===== src/rtl/led_scan_pkg.sv =====
// Shared types and width helpers for the HUB75 row-scan driver.
// Widths derive from the geometry parameters of the instantiating module.
package led_scan_pkg;

  typedef enum logic [1:0] {
    IDLE,
    SHIFT,
    LATCH
  } state_e;

  localparam int LAT_TICKS = 2;

  function automatic int row_w(input int rows);
    return (rows > 1) ? $clog2(rows) : 1;
  endfunction

  function automatic int col_w(input int cols);
    return (cols > 1) ? $clog2(cols) : 1;
  endfunction

  function automatic int pix_aw(input int rows, input int cols);
    return 1 + row_w(rows) + col_w(cols);
  endfunction

endpackage


===== src/rtl/led_scan_ctrl_tick.sv =====
// Tick generator: one-clk tick every DIV clks plus a half-period phase.
// Both restart from zero while clear is high.
module led_tick_gen
  import led_scan_pkg::*;
#(
  parameter int DIV = 3
) (
  input  logic clk,
  input  logic rst_n,
  input  logic clear,
  output logic tick,
  output logic phase
);

  localparam int CW = (DIV > 1) ? $clog2(DIV) : 1;

  logic [CW-1:0] cnt_q, cnt_d;
  logic          phase_q, phase_d;

  always_comb begin
    tick    = (cnt_q == CW'(DIV - 1));
    cnt_d   = cnt_q + 1'b1;
    phase_d = phase_q;
    if (tick) begin
      cnt_d   = '0;
      phase_d = ~phase_q;
    end
    if (clear) begin
      cnt_d   = '0;
      phase_d = 1'b0;
    end
  end

  always_ff @(posedge clk) begin
    if (!rst_n) begin
      cnt_q   <= '0;
      phase_q <= 1'b0;
    end else begin
      cnt_q   <= cnt_d;
      phase_q <= phase_d;
    end
  end

  assign phase = phase_q;

endmodule


===== src/rtl/led_scan_ctrl.sv =====
// HUB75 row-scan driver: shifts row r+1 while row r is lit,
// OE-window brightness and frame-synchronous bank swap.
module led_scan_ctrl
  import led_scan_pkg::*;
#(
  parameter int COLS     = 64,
  parameter int ROWS     = 16,
  parameter int DIV      = 3,
  parameter int BRIGHT_W = 8,
  parameter bit INVERT   = 1'b1,
  localparam int ROW_W   = row_w(ROWS),
  localparam int COL_W   = col_w(COLS),
  localparam int PIX_AW  = pix_aw(ROWS, COLS)
) (
  input  logic                clk,
  input  logic                rst_n,
  input  logic                enable,
  input  logic [BRIGHT_W-1:0] brightness,
  input  logic                swap_req,
  output logic                swap_ack,
  output logic                frame_start,
  output logic [PIX_AW-1:0]   pix_addr,
  input  logic                pix_rdata,
  output logic [ROW_W-1:0]    led_addr,
  output logic                led_oe_n,
  output logic                led_di,
  output logic                led_clk,
  output logic                led_lat
);

  localparam int LAT_W = (LAT_TICKS > 1) ? $clog2(LAT_TICKS) : 1;
  localparam logic [COL_W-1:0]    BIT_LAST = COL_W'(COLS - 1);
  localparam logic [ROW_W-1:0]    ROW_LAST = ROW_W'(ROWS - 1);
  localparam logic [BRIGHT_W-1:0] WIN_LAST = '1;
  localparam logic [LAT_W-1:0]    LAT_LAST = LAT_W'(LAT_TICKS - 1);

  state_e              state_q, state_d;
  logic                bank_q, bank_d;
  logic [ROW_W-1:0]    row_q, row_d;
  logic [COL_W-1:0]    bit_q, bit_d;
  logic                shift_done_q, shift_done_d;
  logic                win_on_q, win_on_d;
  logic [BRIGHT_W-1:0] disp_q, disp_d;
  logic [BRIGHT_W-1:0] bright_q, bright_d;
  logic [LAT_W-1:0]    lat_cnt_q, lat_cnt_d;
  logic                issue_q, issue_d;
  logic                rd_vld_q, rd_vld_d;
  logic [PIX_AW-1:0]   pix_addr_q, pix_addr_d;
  logic [ROW_W-1:0]    led_addr_q, led_addr_d;
  logic                led_oe_n_q, led_oe_n_d;
  logic                led_di_q, led_di_d;
  logic                led_clk_q, led_clk_d;
  logic                led_lat_q, led_lat_d;
  logic                swap_ack_q, swap_ack_d;
  logic                frame_start_q, frame_start_d;

  logic tick, phase, restart, tick_clr;
  logic sh_fin, wn_fin;

  assign tick_clr = (state_q == IDLE) || restart;

  led_tick_gen #(
    .DIV (DIV)
  ) u_tick (
    .clk   (clk),
    .rst_n (rst_n),
    .clear (tick_clr),
    .tick  (tick),
    .phase (phase)
  );

  always_comb begin
    state_d       = state_q;
    bank_d        = bank_q;
    row_d         = row_q;
    bit_d         = bit_q;
    shift_done_d  = shift_done_q;
    win_on_d      = win_on_q;
    disp_d        = disp_q;
    bright_d      = bright_q;
    lat_cnt_d     = lat_cnt_q;
    issue_d       = 1'b0;
    rd_vld_d      = issue_q;
    pix_addr_d    = pix_addr_q;
    led_addr_d    = led_addr_q;
    led_oe_n_d    = led_oe_n_q;
    led_di_d      = led_di_q;
    led_clk_d     = led_clk_q;
    led_lat_d     = led_lat_q;
    swap_ack_d    = 1'b0;
    frame_start_d = 1'b0;
    restart       = 1'b0;
    sh_fin = shift_done_q || (phase && (bit_q == BIT_LAST));
    wn_fin = !win_on_q || (disp_q == WIN_LAST);

    // RAM data arrives one clk after the address was presented
    if (rd_vld_q) led_di_d = pix_rdata ^ INVERT;

    unique case (state_q)
      IDLE: begin
        led_oe_n_d = 1'b1;
        led_clk_d  = 1'b0;
        led_lat_d  = 1'b0;
        if (enable) begin
          state_d      = SHIFT;
          win_on_d     = 1'b0;
          disp_d       = '0;
          bit_d        = '0;
          shift_done_d = 1'b0;
          issue_d      = 1'b1;
        end
      end
      SHIFT: begin
        if (tick) begin
          if (!shift_done_q) begin
            if (!phase) begin
              led_clk_d = 1'b1;
            end else begin
              led_clk_d = 1'b0;
              if (bit_q == BIT_LAST) begin
                shift_done_d = 1'b1;
              end else begin
                bit_d   = bit_q + 1'b1;
                issue_d = 1'b1;
              end
            end
          end
          if (win_on_q) begin
            if (disp_q == WIN_LAST) win_on_d = 1'b0;
            disp_d = disp_q + 1'b1;
          end
          led_oe_n_d = !(win_on_d && (disp_d < bright_q));
          if (sh_fin && wn_fin) begin
            state_d       = LATCH;
            lat_cnt_d     = '0;
            led_lat_d     = 1'b1;
            led_oe_n_d    = 1'b1;
            led_clk_d     = 1'b0;
            led_addr_d    = row_q;
            bright_d      = brightness;
            frame_start_d = (row_q == '0);
            row_d = (row_q == ROW_LAST) ? '0 : row_q + 1'b1;
            if ((row_q == ROW_LAST) && swap_req) begin
              bank_d     = ~bank_q;
              swap_ack_d = 1'b1;
            end
          end
        end
      end
      LATCH: begin
        led_oe_n_d = 1'b1;
        if (tick) begin
          led_lat_d = 1'b0;
          if (lat_cnt_q == LAT_LAST) begin
            restart = 1'b1;
            if (enable) begin
              state_d      = SHIFT;
              win_on_d     = 1'b1;
              disp_d       = '0;
              led_oe_n_d   = (bright_q == '0);
              bit_d        = '0;
              shift_done_d = 1'b0;
              issue_d      = 1'b1;
            end else begin
              state_d = IDLE;
            end
          end else begin
            lat_cnt_d = lat_cnt_q + 1'b1;
          end
        end
      end
      default: state_d = IDLE;
    endcase

    // Columns go out MSB-first: bit 0 of a row reads column COLS-1
    if (issue_d) pix_addr_d = {bank_q, row_q, BIT_LAST - bit_d};
  end

  always_ff @(posedge clk) begin
    if (!rst_n) begin
      state_q       <= IDLE;
      bank_q        <= 1'b0;
      row_q         <= '0;
      bit_q         <= '0;
      shift_done_q  <= 1'b0;
      win_on_q      <= 1'b0;
      disp_q        <= '0;
      bright_q      <= '0;
      lat_cnt_q     <= '0;
      issue_q       <= 1'b0;
      rd_vld_q      <= 1'b0;
      pix_addr_q    <= '0;
      led_addr_q    <= '0;
      led_oe_n_q    <= 1'b1;
      led_di_q      <= 1'b0;
      led_clk_q     <= 1'b0;
      led_lat_q     <= 1'b0;
      swap_ack_q    <= 1'b0;
      frame_start_q <= 1'b0;
    end else begin
      state_q       <= state_d;
      bank_q        <= bank_d;
      row_q         <= row_d;
      bit_q         <= bit_d;
      shift_done_q  <= shift_done_d;
      win_on_q      <= win_on_d;
      disp_q        <= disp_d;
      bright_q      <= bright_d;
      lat_cnt_q     <= lat_cnt_d;
      issue_q       <= issue_d;
      rd_vld_q      <= rd_vld_d;
      pix_addr_q    <= pix_addr_d;
      led_addr_q    <= led_addr_d;
      led_oe_n_q    <= led_oe_n_d;
      led_di_q      <= led_di_d;
      led_clk_q     <= led_clk_d;
      led_lat_q     <= led_lat_d;
      swap_ack_q    <= swap_ack_d;
      frame_start_q <= frame_start_d;
    end
  end

  assign swap_ack    = swap_ack_q;
  assign frame_start = frame_start_q;
  assign pix_addr    = pix_addr_q;
  assign led_addr    = led_addr_q;
  assign led_oe_n    = led_oe_n_q;
  assign led_di      = led_di_q;
  assign led_clk     = led_clk_q;
  assign led_lat     = led_lat_q;

endmodule


===== config.mk =====
export PLATFORM = sky130hd
export DESIGN_NAME = led_scan_ctrl
export DESIGN_NICKNAME = d
export VERILOG_FILES = /design/src/rtl/led_scan_pkg.sv /design/src/rtl/led_scan_ctrl_tick.sv /design/src/rtl/led_scan_ctrl.sv
export SDC_FILE = /design/constraint.sdc
export NUM_CORES = 1
export LEC_CHECK = 0
export CAP_MARGIN = 5
export CORE_AREA = 8 8 87 89
export DETAILED_ROUTE_END_ITERATION = 8
export DIE_AREA = 0 0 95 97
export PLACE_DENSITY = 0.7
export SLEW_MARGIN = 20
export SYNTH_ARGS = -nofsm -noshare
export SYNTH_HDL_FRONTEND = slang
export SYNTH_SLANG_ARGS = --single-unit

===== constraint.sdc =====
create_clock -name clk -period 2.75 [get_ports clk]
set_clock_uncertainty 0.1 [all_clocks]
set_input_delay 0.4125 -clock clk [delete_from_list [all_inputs] [get_ports clk]]
set_output_delay 0.4125 -clock clk [all_outputs]
set_load 0.02 [all_outputs]

==> results.py <==
metrics = {
    "status": {
        "status": "complete, no violations",
    },
    "route": {
        "vias": 2573,
        "first_pass_iters": 4,
        "wl_per_cell_um": 14.8,
        "ant_nets": 0,
        "routed_wl_um": 6780,
        "drc_errors": 0,
        "drtIter0Drc": 176,
        "via_per_inst": 5.61,
    },
    "sta": {
        "slew_headroom": 0.586,
        "worst_pin_slew_ns": 0.613,
        "period_minus_slack_ns": 2.26,
        "finalCritPeriodShare": 0.821,
        "rsz0062_at_grt": "no",
        "timing.hold.ws_ns": 0.322,
        "hold_viol": 0,
        "finalSetupViolations": 0,
        "finalSetupTns_ns": 0,
        "max_freq_mhz": 443,
        "finalMaxSlewViolations": 0,
    },
    "synth": {
        "synthCells": 347,
        "synthArstFlopShare": 0,
        "synth.largest_area_cell": "dfxtp_1",
        "yosys_warnings": 0,
        "synth_cell_type_count": 59,
        "ys_ff_latch": 58,
        "syn_area_per_cell_um2": 8.61,
        "yosysSeqAreaShare": 0.388,
        "synth_nets": 376,
        "synth_top_cell_area_share": 0.388,
        "synth_area_leaders": "dfxtp_1, ha_1, nand2_1",
        "syn_area_um2": 2990,
        "synth_edf_count": 0,
        "synth_ff_type": "dfxtp_1",
    },
    "worst_setup_path": {
        "max_stage_delay_ns": 0.43,
        "crit_type": "reg -> reg",
        "start_kind": "flip-flop",
        "crit_chain": "and3_4, nand4_1, xnor2_1, ha_1, a21oi_1, nor2b_1, o21ai_0, o2111ai_1, o21a_1",
        "cpMaxStageDelayCell": "dfxtp_1",
        "worstPathArrival_ns": 2.39,
        "required_ns": 2.88,
        "cp-end-kind": "flip-flop",
        "crit_fanout": 6,
    },
    "final_layout": {
        "syn_to_final_growth_pct": 19.2,
        "fin_nets": 406,
        "fin_area_um2": 3560,
        "final_layout_size_suffix_gt1_frac": 0.105,
        "diodes": 0,
    },
    "global_routing": {
        "grt.total_usage": 0.155,
        "grt_pass1_vias": 2393,
        "grt_pass1_wl_um": 11500,
        "grt-ovfl-total": 0,
        "grt_max_degree": 35,
        "antenna_found_initial": 0,
    },
    "floorplan": {
        "die_area_um2": 9220,
        "io_pins": 34,
        "rows": 29,
        "die_h_um": 97,
        "die_w_um": 95,
        "start_util": 0.482,
        "coreArea_um2": 6200,
    },
    "power": {
        "power_frac_comb": 0.136,
        "clkPwrFrac": 0.431,
        "p_switching_mw": 0.519,
        "leakagePower_nw": 1.32,
        "pwr-share-seq": 0.434,
        "irDropWorstVdd_uv": 433,
        "intPower_mw": 1.50,
        "p_sw_frac": 0.257,
        "power.density_nw_per_um2": 566,
    },
    "clocking": {
        "clkTransAtPathRegs_ns": 0.07,
        "cts_tree": "done",
        "clock_latency_ns": 0.34,
        "clock-root-buffer": "clkbuf_8",
        "post_cts_resized": 0,
        "hold_buffers": 0,
        "cts.path.max_buffers": 2,
        "cts_sinks": 58,
        "post-cts-setup-buffer-count": 0,
        "htreeDepth": 3,
        "cts_made_buffers": 9,
    },
    "hold_path": {
        "hold_path.class": "reg -> reg",
    },
    "place": {
        "io_buffers": 33,
        "place.gp.congestion": 0.823,
        "dpl.hpwl_um": 4800,
        "dpl_cell_area_um2": 3340,
    },
    "run": {
        "cap_violations": 0,
    },
}
[cells by family after synthesis]
logic type | after synthesis | synth area share
compound gates | 82 | 0.195
xor+xnor | 8 | 0.0234
fa+ha+maj | 16 | 0.0670
buf+inv | 37 | 0.0573
flops | 58 | 0.388
mux | 8 | 0.0272
simple gates | 138 | 0.242
[synth_stat cells (all sizes together), types with 2 or more instances]
cell type,instances
dfxtp,58
nand2,35
o21ai,24
nor2,23
nand3,22
inv,18
a21oi,17
ha,16
nor2b,13
clkbuf,11
nand4,11
buf,8
mux2i,7
nand2b,7
xnor2,7
a21boi,6
and2,6
and3,5
nor3,5
a31oi,4
o21a,4
o221a,4
o22ai,4
a22oi,2
a41o,2
nand3b,2
nor3b,2
nor4,2
nor4b,2
o31ai,2
[worst max-delay path: cells and delay by family, from the launching register on]
family,cells,cell delay (ns)
adder cells (fa/ha/maj),1,0.27
flip-flops,1,0.43
AND/OR/NAND/NOR,3,0.52
XOR/XNOR,1,0.25
AO/OA/AOI/OAI,4,0.58
[power groups by stage]
stage	Combinational [mW]	Sequential, mW	Clock (mW)
global route	0.298	0.878	0.928
floorplan	0.172	0.907	0
finish	0.274	0.875	0.869
global placement	0.269	0.893	0
CTS	0.274	0.875	0.885
detailed placement	0.272	0.893	0
[registers in the layout, summed over array words and instances (netlist names), 2 cells and up]
name          count
bit_q             6
u_tick.cnt_q      2
pix_addr         11
state_q           2
led_addr          4
row_q             4
bright_q          8
disp_q            8
[layer usage]
layer | track usage | vias to the layer above | routed length (um)
met5 | 0 | - | 0
met1 | 0.206 | 1179 | 3200
met2 | 0.219 | 82 | 2930
met4 | 0.0938 | 0 | 189
met3 | 0.0371 | 14 | 453
li1 | - | 1298 | -
[path summary, 6_finish.rpt]
path | cells past startpoint | slack (ns) | startpoint | end
worst max-delay path | 9 | 0.49 | disp_q[2] | led_oe_n
worst min-delay path | 1 | 0.32 | u_tick.cnt_q[0] | u_tick.cnt_q[0]
worst max register to register | 9 | 0.49 | disp_q[2] | led_oe_n
worst min register to register | 1 | 0.32 | u_tick.cnt_q[0] | u_tick.cnt_q[0]
[stage by stage]
step / util / power (mW) / std cells / worst slack [ns]
final: 0.574 / 2.02 / 459 / 0.492
after CTS: 0.574 / 2.03 / 459 / 0.492
after global placement: 0.539 / 1.16 / 443 / 0.572
after global routing: 0.574 / 2.10 / 459 / 0.239
after detailed placement: 0.539 / 1.17 / 443 / 0.506
after floorplan: - / 1.08 / 347 / 0.655
[cell usage in the layout (no fill, tap or decap), types with 5 or more instances in the layout]
cell type	netlist	layout
a21oi_1	16	16
nand4_1	11	11
nor2_1	22	22
nand2_1	35	35
o21ai_0	24	24
nand2b_1	7	7
ha_1	16	16
nor2b_1	13	13
inv_1	18	18
clkbuf_8	0	10
nand3_1	22	22
buf_4	1	5
and2_1	5	5
dfxtp_1	58	58
xnor2_1	7	7
mux2i_1	7	7
clkdlybuf4s50_1	0	32
[area by class of cell]
class | instances | area [um^2]
Tap cell | 77 | 96.3
Inverter | 18 | 67.6
Clock inverter | 5 | 77.6
Sequential cell | 58 | 1160
Clock buffer | 11 | 141
Multi-Input combinational cell | 252 | 1660
Timing Repair Buffer | 38 | 363
Fill cell | 568 | 2640
No activity file was read; power rests on OpenSTA's default activity.
